==> config.mk <==
export PLATFORM = sky130hd
export DESIGN_NAME = ascon_perm_iter
export DESIGN_NICKNAME = d
export VERILOG_FILES = /design/src/rtl/ascon_perm_iter.sv
export SDC_FILE = /design/constraint.sdc
export NUM_CORES = 1
export LEC_CHECK = 0
export BUFFER_PORTS_ARGS = -buffer_cell sky130_fd_sc_hd__buf_2
export CORE_AREA = 2 2 253 255
export CTS_CLUSTER_DIAMETER = 200
export DETAILED_ROUTE_END_ITERATION = 10
export DIE_AREA = 0 0 255 257
export PLACE_DENSITY = 0.72
export SKIP_CTS_REPAIR_TIMING = 1
export SYNTH_ARGS = -nofsm -noshare
export SYNTH_HDL_FRONTEND = slang
export SYNTH_SLANG_ARGS = --single-unit
export TNS_END_PERCENT = 10
==> constraint.sdc <==
create_clock -name clock_i -period 10.4 [get_ports clock_i]
set_input_delay 0.52 -clock clock_i [delete_from_list [all_inputs] [get_ports clock_i]]
set_output_delay 0.52 -clock clock_i [all_outputs]
set_load 0.005 [all_outputs]
==> src/rtl/ascon_perm_iter.sv <==
// Iterative Ascon permutation: one round per clock over a 320-bit state.
// The state is held as words x0..x4 with x0 at index 0.
module ascon_perm_iter #(
    parameter int ROUNDS_A = 12,
    parameter int ROUNDS_B = 6
) (
    input  logic                 clock_i,
    input  logic                 reset_i,
    input  logic                 start_i,
    input  logic                 mode_i,
    input  logic [0:4][63:0]     state_i,
    output logic [0:4][63:0]     state_o,
    output logic [3:0]           round_o,
    output logic                 busy_o,
    output logic                 done_o
);

    localparam logic [0:0] S_IDLE = 1'b0;
    localparam logic [0:0] S_RUN  = 1'b1;

    localparam logic [3:0] FIRST_A = 4'(12 - ROUNDS_A);
    localparam logic [3:0] FIRST_B = 4'(12 - ROUNDS_B);

    logic [0:0]          fsm_q, fsm_d;
    logic [0:4][63:0]    state_q, state_d;
    logic [3:0]          round_q, round_d;
    logic                done_q, done_d;

    function automatic logic [7:0] round_const(input logic [3:0] idx);
        return {4'hf - idx, idx};
    endfunction

    function automatic logic [63:0] rotr(input logic [63:0] x, input int n);
        return (x >> n) | (x << (64 - n));
    endfunction

    function automatic logic [0:4][63:0] ascon_round(input logic [0:4][63:0] s,
                                                     input logic [3:0]       idx);
        logic [63:0] x0, x1, x2, x3, x4;
        logic [63:0] t0, t1, t2, t3, t4;
        x0 = s[0];
        x1 = s[1];
        x2 = s[2] ^ {56'd0, round_const(idx)};
        x3 = s[3];
        x4 = s[4];
        // Bitsliced form of the 5-bit S-box, applied to all 64 columns at once
        x0 = x0 ^ x4;
        x4 = x4 ^ x3;
        x2 = x2 ^ x1;
        t0 = ~x0 & x1;
        t1 = ~x1 & x2;
        t2 = ~x2 & x3;
        t3 = ~x3 & x4;
        t4 = ~x4 & x0;
        x0 = x0 ^ t1;
        x1 = x1 ^ t2;
        x2 = x2 ^ t3;
        x3 = x3 ^ t4;
        x4 = x4 ^ t0;
        x1 = x1 ^ x0;
        x0 = x0 ^ x4;
        x3 = x3 ^ x2;
        x2 = ~x2;
        x0 = x0 ^ rotr(x0, 19) ^ rotr(x0, 28);
        x1 = x1 ^ rotr(x1, 61) ^ rotr(x1, 39);
        x2 = x2 ^ rotr(x2, 1)  ^ rotr(x2, 6);
        x3 = x3 ^ rotr(x3, 10) ^ rotr(x3, 17);
        x4 = x4 ^ rotr(x4, 7)  ^ rotr(x4, 41);
        return {x0, x1, x2, x3, x4};
    endfunction

    always_comb begin
        fsm_d   = fsm_q;
        state_d = state_q;
        round_d = round_q;
        done_d  = 1'b0;
        case (fsm_q)
            S_IDLE: begin
                if (start_i) begin
                    state_d = state_i;
                    round_d = mode_i ? FIRST_B : FIRST_A;
                    fsm_d   = S_RUN;
                end
            end
            S_RUN: begin
                state_d = ascon_round(state_q, round_q);
                if (round_q == 4'd11) begin
                    round_d = 4'd0;
                    done_d  = 1'b1;
                    fsm_d   = S_IDLE;
                end else begin
                    round_d = round_q + 4'd1;
                end
            end
            default: fsm_d = S_IDLE;
        endcase
    end

    always_ff @(posedge clock_i or posedge reset_i) begin
        if (reset_i) begin
            fsm_q   <= S_IDLE;
            state_q <= '0;
            round_q <= 4'd0;
            done_q  <= 1'b0;
        end else begin
            fsm_q   <= fsm_d;
            state_q <= state_d;
            round_q <= round_d;
            done_q  <= done_d;
        end
    end

    assign state_o = state_q;
    assign round_o = round_q;
    assign busy_o  = (fsm_q == S_RUN);
    assign done_o  = done_q;

endmodule

==> results.ini <==
[outcome]
outcome=finished clean

[placed_design]
dp_hpwl_um=112000
gp_congestion=1.08
pre_cts_ws_ns=7.02
io_buffers=649

[clocking]
clk_pin_slew_ns=0.06
cts_root_buffer=clkbuf_16
h-tree-depth=2
clock-sinks=326
cts_buffers=42
cts_tree=yes
insertion_delay_ns=0.59
cts_max_path_buffers=3

[sta]
worst_slack_ns=7.11
hold_viol=0
whs_ns=0.0697
tightestPinTransition_ns=1.33
setup_viol=0
fmax_mhz=304
finalSetupTns_ns=0
fin_worst_skew_ns=0.0177
relSlewSlack_pct=10.6
fin_crit_sh_pct=31.6
finalCriticalPeriod_ns=3.29
rsz0062_at_grt=no
report.final.slew_viol_count=0

[floorplan]
initial_utilization_pct=48.5
core_area_um2=62700
fp.dieW_um=255
die_y_um=257
ios=650
rows=92
die-area_um2=65500

[yosys]
synth_warnings=0
yosys.area.top_type=dfrtp_1
syn_area_um2=30400
syn_area_per_cell_um2=10.0
ys_ff_latch=326
synth_top_cell_area_share_pct=26.8
ys_seq_area_share_pct=26.8
synthTopCellsByArea=dfrtp_1 27%, xnor3_1 18%, xnor2_1 11%
syn-num-nets=3491
ys_types=24
postSynthCellCount=3038

[finish]
syn_to_final_growth_pct=17.6
nNetsFinal=4067
layout_common_cells=648 x buf_2, 374 x xnor2_1, 325 x dfrtp_1
drive_above_1_share_pct=21.2
final_core_util_pct=57.0
final_common_cell=buf_2

[global_route]
grt_pass1_wl_um=186000
grt_max_degree=242
grt_overflow=0
grt_pass1_vias=24754
track_usage_pct=40.9
antenna_found_initial=8

[worst_setup_path]
cpMostUsedCell=xnor2_1
path_buf_inv=0
worstPathArrival_ns=3.76
ff2ff_path_depth=6
critPathLaunchType=flop
critPathKind=reg -> reg
cpLargestDelayFamily=XOR/XNOR gates
critPathSlowestCell=xnor2_1
crit_path_max_fanout=7
path_cells=xnor2_1 > ha_1 > xnor2_1 > xnor2_1 > xnor3_1 > a21o_1
crit_cells=6
cpPeakStageDelay_ns=0.70
cp.required_ns=10.88
cp-end-kind=flop

[drt]
drcViolationCount=0
viasPerCell=5.90
totalWireLength_um=136000
vias=26525
postRouteAntennaNets=0
drt_iter0_drc=3208
avgRoutedWirePerCell_um=30.3
firstDrtPassIters=6

[worst_hold_path]
worst_hold_path_type=in -> async

[run]
maxCapViolCount=0

state kept, by name (all words and copies together) (netlist names):
| name | count |
|---|---|
| busy_o | 1 |
| done_o | 1 |
| round_o | 4 |
| state_o | 320 |
cells by family (layout without fill, tap and decap cells):
kind of cell	after synthesis	after routing	share of synthesized area (%)
xor gates and xnor gates	903	903	38.8
adders and majority gates	129	129	5.31
muxes	118	118	3.88
other	0	3	0
AOI/OAI and AO/OA	659	659	12.9
buffers and inverters	262	869	3.32
and+or+nand+nor	641	641	9.00
DFF	326	326	26.8
worst reg2reg max path: cells and delay by family (launching register included):
kind	cells	cell delay [ns]
DFF	1	0.46
AOI/OAI and AO/OA	1	0.18
xor gates and xnor gates	4	2.18
adders and majority gates	1	0.35
per-stage QoR:
step | cell area [um2] | cells
finish | 35800 | 4494
global route | 35800 | 4492
CTS | 35800 | 4491
detailed placement | 34400 | 4416
global placement | 34400 | 4416
floorplan | 30400 | 3038
worst paths after layout:
check	start	endpoint	slack (ns)
setup / recovery	round_o[0]	state_o[115]	7.11
hold / removal	reset_i	state_o[43]	0.07
setup reg to reg	round_o[0]	state_o[115]	7.11
hold reg to reg	state_o[128]	state_o[128]	0.64
max in group asynchronous	reset_i	state_o[144]	8.12
min in group clock_i	state_i[312]	state_o[312]	0.21
synthesized netlist by cell type:
| cell | count |
|---|---|
| xnor2_2 | 41 |
| nand3_1 | 2 |
| xnor3_1 | 247 |
| dfrtp_1 | 326 |
| xnor2_1 | 374 |
| clkbuf_1 | 109 |
| xor3_1 | 10 |
| xor2_1 | 227 |
| a211oi_1 | 216 |
| xor2_2 | 4 |
| buf_1 | 7 |
| nand2_1 | 189 |
| buf_4 | 2 |
| inv_1 | 129 |
| ha_1 | 129 |
| a21oi_1 | 221 |
| o21ai_0 | 190 |
| a21o_1 | 32 |
| and3_1 | 1 |
| nand2b_1 | 4 |
| nor2_1 | 319 |
| buf_2 | 15 |
| nor2b_1 | 126 |
| mux2i_1 | 118 |
final cells by class:
type	count	area, um2
fill	5601	27000
multi-input combinational	2450	21200
sequential	326	8160
timing repair buffer	665	3400
clock buffer	67	1280
tap	846	1060
inverter	129	492
clock inverter	8	121
antenna	3	7.51
routing by layer:
metal  vias up  global-route usage, %  routed length, um
met5         -                      0                 65
met4        10                   23.4               9210
met3       365                   9.76              14100
met2      1637                   63.1              60800
met1     13000                   52.4              52000
li1      11513                      -                  -
Power is not shown: default switching activity piles up to over one toggle a cycle in this logic, so the estimate is an artifact.
